### config.mk
export PLATFORM = sky130hd
export DESIGN_NAME = div_ctrl
export DESIGN_NICKNAME = d
export VERILOG_FILES = /design/src/rtl/div_ctrl.sv
export SDC_FILE = /design/constraint.sdc
export NUM_CORES = 1
export LEC_CHECK = 0
export CORE_MARGIN = 3
export CORE_UTILIZATION = 40
export CTS_CLUSTER_DIAMETER = 120
export CTS_CLUSTER_SIZE = 28
export DETAILED_ROUTE_END_ITERATION = 6
export PLACE_DENSITY = 0.89
export SYNTH_ARGS = -nofsm -noshare
export SYNTH_HDL_FRONTEND = slang
export SYNTH_SLANG_ARGS = --single-unit
### constraint.sdc
create_clock -name clk -period 2.6 [get_ports clk]
set_clock_uncertainty 0.15 [all_clocks]
set_input_delay 0.65 -clock clk [delete_from_list [all_inputs] [get_ports clk]]
set_output_delay 0.65 -clock clk [all_outputs]
set_load 0.05 [all_outputs]
### src/rtl/div_ctrl.sv
// -----------------------------------------------------------------------------
// div_ctrl
//
// Issue/retire controller that sits in front of the iterative divider core in
// the execute stage. It accepts one DIV/DIVU/REM/REMU request at a time and
// launches the core. It keeps the pipeline stalled while the core iterates. It
// resolves the RISC-V special cases (divide by zero and signed overflow) and
// hands the result back over a valid/ready interface.
//
// Optional feature macro: DIV_SPECIAL_BYPASS_EN
//   defined     : special-case requests never touch the core. The controller
//                 goes IDLE -> RESP, and resp_valid rises one cycle after accept.
//   not defined : every request runs the full START/WAIT sequence. The
//                 special-case value replaces the core result at the sample
//                 cycle.
//
// Ports
//   clk, rst            clock, synchronous active-high reset
//   flush               drop the in-flight request (mispredict / trap)
//   req_valid/ready     request handshake (ready only while IDLE)
//   req_op              ALU_DIV/ALU_DIVU/ALU_REM/ALU_REMU (others ignored)
//   req_rs1, req_rs2    dividend, divisor
//   req_rd              destination register index
//   core_op             request op for the single START cycle, else ALU_ADD
//   core_left/right     latched dividend/divisor driven to the core
//   core_div_u/rem_u/div_s/rem_s   core results (final DIV_LATENCY cycles
//                                  after the start cycle)
//   stall               high whenever the controller is not IDLE
//   resp_valid/ready    response handshake
//   resp_data, resp_rd  result and its destination register
// -----------------------------------------------------------------------------
package div_ctrl_pkg;
  typedef enum logic [3:0] {
    ALU_ADD,
    ALU_SUB,
    ALU_SLL,
    ALU_SLT,
    ALU_SLTU,
    ALU_XOR,
    ALU_SRL,
    ALU_SRA,
    ALU_OR,
    ALU_AND,
    ALU_MUL,
    ALU_DIV,
    ALU_DIVU,
    ALU_REM,
    ALU_REMU
  } alu_op_t;
endpackage

module div_ctrl
  import div_ctrl_pkg::*;
#(
  parameter int DIV_LATENCY = 32,
  parameter int RD_W        = 5
) (
  input  logic            clk,
  input  logic            rst,
  input  logic            flush,
  input  logic            req_valid,
  output logic            req_ready,
  input  alu_op_t         req_op,
  input  logic [31:0]     req_rs1,
  input  logic [31:0]     req_rs2,
  input  logic [RD_W-1:0] req_rd,
  output alu_op_t         core_op,
  output logic [31:0]     core_left,
  output logic [31:0]     core_right,
  input  logic [31:0]     core_div_u,
  input  logic [31:0]     core_rem_u,
  input  logic [31:0]     core_div_s,
  input  logic [31:0]     core_rem_s,
  output logic            stall,
  output logic            resp_valid,
  input  logic            resp_ready,
  output logic [31:0]     resp_data,
  output logic [RD_W-1:0] resp_rd
);

  localparam int              CNT_W    = $clog2(DIV_LATENCY) + 1;
  localparam logic [CNT_W-1:0] CNT_LAST = CNT_W'(DIV_LATENCY - 1);

  typedef enum logic [2:0] {
    IDLE,
    START,
    WAIT,
    RESP,
    DRAIN
  } state_t;

  state_t            state_q, state_d;
  alu_op_t           op_q, op_d;
  logic [31:0]       rs1_q, rs1_d;
  logic [31:0]       rs2_q, rs2_d;
  logic [RD_W-1:0]   rd_q, rd_d;
  logic [31:0]       data_q, data_d;
  logic [CNT_W-1:0]  cnt_q, cnt_d;
  logic [CNT_W-1:0]  cnt_next;
  logic              cnt_done;

  function automatic logic is_div_op(input alu_op_t op);
    return (op == ALU_DIV) || (op == ALU_DIVU) || (op == ALU_REM) || (op == ALU_REMU);
  endfunction

  // Signed overflow only applies to the signed flavours with
  // -2^31 / -1.
  function automatic logic is_special(input alu_op_t op, input logic [31:0] a,
                                      input logic [31:0] b);
    logic ovf;
    ovf = ((op == ALU_DIV) || (op == ALU_REM)) &&
          (a == 32'h8000_0000) && (b == 32'hFFFF_FFFF);
    return (b == 32'h0) || ovf;
  endfunction

  // Divide by zero gives all ones for quotients and the dividend for remainders.
  // Signed overflow gives the dividend as the quotient and zero as the remainder.
  function automatic logic [31:0] special_val(input alu_op_t op, input logic [31:0] a,
                                              input logic [31:0] b);
    if (b == 32'h0) begin
      return ((op == ALU_DIV) || (op == ALU_DIVU)) ? 32'hFFFF_FFFF : a;
    end
    return (op == ALU_DIV) ? 32'h8000_0000 : 32'h0;
  endfunction

  function automatic logic [31:0] core_pick(input alu_op_t op, input logic [31:0] du,
                                            input logic [31:0] ru, input logic [31:0] ds,
                                            input logic [31:0] rs);
    logic [31:0] r;
    unique case (op)
      ALU_DIVU: r = du;
      ALU_REMU: r = ru;
      ALU_DIV:  r = ds;
      default:  r = rs;
    endcase
    return r;
  endfunction

  // The iteration counter saturates at its last value, so it cannot wrap
  // even if a state lingers.
  assign cnt_done = (cnt_q == CNT_LAST);
  assign cnt_next = cnt_done ? cnt_q : cnt_q + CNT_W'(1);

  // Next-state logic. The counter clears by default and only runs in
  // WAIT/DRAIN. DRAIN keeps the same count so it ends on the exact cycle the
  // core would have finished.
  always_comb begin
    state_d = state_q;
    op_d    = op_q;
    rs1_d   = rs1_q;
    rs2_d   = rs2_q;
    rd_d    = rd_q;
    data_d  = data_q;
    cnt_d   = '0;

    unique case (state_q)
      IDLE: begin
        if (req_valid && !flush && is_div_op(req_op)) begin
          op_d  = req_op;
          rs1_d = req_rs1;
          rs2_d = req_rs2;
          rd_d  = req_rd;
`ifdef DIV_SPECIAL_BYPASS_EN
          if (is_special(req_op, req_rs1, req_rs2)) begin
            data_d  = special_val(req_op, req_rs1, req_rs2);
            state_d = RESP;
          end else begin
            state_d = START;
          end
`else
          state_d = START;
`endif
        end
      end

      START: begin
        state_d = flush ? DRAIN : WAIT;
      end

      WAIT: begin
        cnt_d = cnt_next;
        if (cnt_done) begin
          // A flush on the final cycle simply drops the result. The core is
          // already finished, so no drain is needed.
          if (flush) begin
            state_d = IDLE;
          end else begin
            data_d  = is_special(op_q, rs1_q, rs2_q)
                    ? special_val(op_q, rs1_q, rs2_q)
                    : core_pick(op_q, core_div_u, core_rem_u, core_div_s, core_rem_s);
            state_d = RESP;
          end
        end else if (flush) begin
          state_d = DRAIN;
        end
      end

      DRAIN: begin
        cnt_d = cnt_next;
        if (cnt_done) begin
          state_d = IDLE;
        end
      end

      RESP: begin
        if (flush || resp_ready) begin
          state_d = IDLE;
        end
      end

      default: begin
        state_d = IDLE;
      end
    endcase
  end

  // State and datapath registers. Reset brings everything back to an idle
  // controller with a cleared response, even in the middle of an operation.
  always_ff @(posedge clk) begin
    if (rst) begin
      state_q <= IDLE;
      op_q    <= ALU_ADD;
      rs1_q   <= '0;
      rs2_q   <= '0;
      rd_q    <= '0;
      data_q  <= '0;
      cnt_q   <= '0;
    end else begin
      state_q <= state_d;
      op_q    <= op_d;
      rs1_q   <= rs1_d;
      rs2_q   <= rs2_d;
      rd_q    <= rd_d;
      data_q  <= data_d;
      cnt_q   <= cnt_d;
    end
  end

  // The core only sees a real opcode during the single START cycle. The
  // operands are simply the latched request, which stays stable until the
  // next accept.
  assign req_ready  = (state_q == IDLE);
  assign stall      = (state_q != IDLE);
  assign resp_valid = (state_q == RESP);
  assign resp_data  = data_q;
  assign resp_rd    = rd_q;
  assign core_op    = (state_q == START) ? op_q : ALU_ADD;
  assign core_left  = rs1_q;
  assign core_right = rs2_q;

endmodule

==> results of run 1 <==
## cell families after synthesis
family / after synthesis / share of synthesized area, %
simple gates: 311 / 25.4
compound gates: 212 / 24.5
buf+inv: 73 / 4.88
flops: 114 / 38.5
fa+ha+maj: 1 / 0.211
mux: 33 / 5.58
xor+xnor: 6 / 0.888
## Yosys cell counts (all sizes together)
master and count:
nand3 3, o31a 1, buf 12, or4bb 3, o2111ai 1, and3 1, nand4b 7, o21a 1
xnor2 3, nor4 20, nand3b 1, ha 1, nor2b 1, nor2 75, a311oi 31, xor2 3
and3b 1, clkbuf 57, or4b 1, dfxtp 114, or3 1, or3b 1, or2 3, and2 5
a21oi 76, a221o 32, nand4 9, and4b 2, o311ai 1, and4 1, nand2 158, o21ai 33
a2111oi 1, or4 7, nor4b 1, nor3b 5, a21boi 1, o211ai 31, nand4bb 1, nor3 3
inv 4, nand2b 1, mux2i 33, o31ai 1, a221oi 2
## layout make-up
type,count,area share [%]
diodes,2,0.0498
clock buffers,21,4.48
clock inverters,10,1.82
inverters,4,0.149
multi-input cells,563,33.6
flip-flops and latches,114,22.7
well taps,180,2.24
repair buffers,346,34.9
## report_power, final
group          switching [W]  total (W)  internal (W)
clock network       0.000801    0.00252       0.00171
logic               0.000431   0.000909      0.000478
registers          0.0000393    0.00182       0.00178
## routing by layer
metal	GRT usage (%)	up-vias	routed length [um]
met5	0	-	0
met4	10.5	0	714
met3	7.12	48	2100
met2	50.5	360	12300
met1	35.0	3280	9680
li1	-	3342	-
## placed cells by master (no fill, tap or decap), types with 4 or more instances in the layout
master / Yosys / layout
clkdlybuf4s50_1: 0 / 302
nand2_1: 158 / 158
dfxtp_1: 114 / 112
a21oi_1: 76 / 76
nor2_1: 75 / 74
mux2i_1: 33 / 33
a221o_1: 32 / 32
o211ai_1: 31 / 31
a311oi_1: 31 / 31
buf_4: 0 / 30
o21ai_1: 21 / 21
clkbuf_16: 0 / 17
nor4_1: 17 / 16
o21ai_0: 12 / 12
buf_12: 0 / 11
nand4_1: 9 / 9
nand4b_1: 7 / 7
or4_1: 6 / 6
bufinv_16: 0 / 5
inv_1: 4 / 4
and2_1: 4 / 4
## final timing paths
path / start / endpoint / slack (ns) / cells after the start
min: resp_rd[0]$_SDFFE_PP0P_ / resp_rd[0]$_SDFFE_PP0P_ / 0.31 / 2
max reg2reg: core_right[31]$_SDFFE_PP0P_ / resp_data[0]$_SDFFE_PP0P_ / 0.16 / 7
min reg2reg: resp_rd[0]$_SDFFE_PP0P_ / resp_rd[0]$_SDFFE_PP0P_ / 0.31 / 2
max: core_right[0]$_SDFFE_PP0P_ / core_right[0] / 0.03 / 1
## sequential cells by signal, indices dropped and copies added, names as in the netlist
name        cells
op_q            4
core_left      32
core_right     32
state_q         3
cnt_q           6
resp_data      32
resp_rd         5
## through the flow
step	setup slack, ns	instance area [um2]	TNS, ns
floorplan	0.225	5920	0
global placement	-0.112	9380	-3.20
detailed placement	-0.180	9380	-7.68
CTS	0.00335	10000	0
global route	0.000791	10000	0
finish	0.0313	10000	0
## repair_timing
| action | 4_1_cts | 5_1_grt |
|---|---|---|
| resized for setup | 1 | 6 |
| setup endpoints to repair | 4 | 34 |
| pin swaps | 0 | 0 |
| gates cloned | 0 | 0 |
==> results.cfg, run 1 <==
[die]
num_rows = 43
fp.dieH_um = 128
start_util_pct = 41.7
pin_count = 314
die_w_um = 128
core_area_um2 = 14200
dieArea_um2 = 16300

[timing]
hold_violations = 0
relSlewSlack_pct = 60.2
rsz0062_at_grt = no
period_share_pct = 98.8
finalMaxSlewViolations = 0
max_freq_mhz = 389
setup_viol = 0
whs_ns = 0.309
worst_pin_slew_ns = 0.597
min_period_ns = 2.57

[final_layout]
multiInputGateArea_um2 = 3380
fillCellCount = 1083
stdcell_count = 1240
drive_gt1_share_pct = 8.13
utilization_pct = 70.7
seq_area_um2 = 2280
area_delta_synth_final_pct = 69.7
nets = 1253

[power_and_ir_drop]
total_power_w = 0.00524
powerDensity_nw_per_um2 = 522
ir_drop_mv = 0.383
p_leak_nw = 3.41

[place]
placed_cells = 1207
hpwl_um = 18600
io_buffer_count = 313
place_congestion = 0.920

[critical_path]
end_kind = output port
path_max_fanout = 5
worstPathArrival_ns = 1.77
crit_type = flop to output port
critical_path_buf_inv_count = 1
worstPathCellList = clkdlybuf4s50_1
cpMaxStageDelayCell = clkdlybuf4s50_1
cp-start-kind = flop
crit_required_ns = 1.80
worst_path_dominant_cell_family = buffers and inverters
slowest_delay_ns = 0.87

[routing]
viasPerCell = 5.67
routed_wl_um = 24800
wl_per_cell_um = 20.0
drt-initial-drc-count = 505
route.detailed.drc = 0
drtPass1Iterations = 5
vias = 7030
drtAntennaViolNets = 0

[clock_network]
clock_tree.buffer_depth = 2
cts-root-buf = clkbuf_16
cts_hold_buf = 0
clk_latency_ns = 0.41
clkSlewWorstSetupHoldPaths_ns = 0.06
clkSinkCount = 114
htreeDepth = 4
cts_tree = built
cts_setup_buffers = 0
tritoncts.num_buffers = 17

[yosys]
synth_cells = 750
syn_area_um2 = 5920
synth.area.top_cells = dfxtp_1 39%, nand2_1 10%, a21oi_1 6.4%, mux2i_1 5.6%, a221o_1 5.4%
ys_seq_area_share_pct = 38.5
synth.distinct_cells = 52
syn-num-nets = 957
synth.top_cell.area_share_pct = 38.5
yosys.area.top_type = dfxtp_1
ys_ff_latch = 114
yosysWarnings = 0
postSynthAreaPerCell_um2 = 7.89

[global_route]
grt-ovfl-total = 0
antenna_found_initial = 2
grt_pass1_vias = 6794
grt_pass1_wl_um = 37400
track_usage_pct = 29.1
grt_max_degree = 87

[status]
status = finished, final reports clean

[flow_run]
drv_cap = 0

[min_path]
hp-class = flop to flop
No activity file was read; power rests on OpenSTA's default activity.
==> run 2: changes to the inputs <==
--- a/config.mk
+++ b/config.mk
@@ -8,7 +8,7 @@
 export CORE_MARGIN = 3
 export CORE_UTILIZATION = 40
 export CTS_CLUSTER_DIAMETER = 120
-export CTS_CLUSTER_SIZE = 28
+export CTS_CLUSTER_SIZE = 10
 export DETAILED_ROUTE_END_ITERATION = 6
 export PLACE_DENSITY = 0.89
 export SYNTH_ARGS = -nofsm -noshare
==> results of run 2 <==
The final DEF is identical to that of run 1; final timing and power are the same.
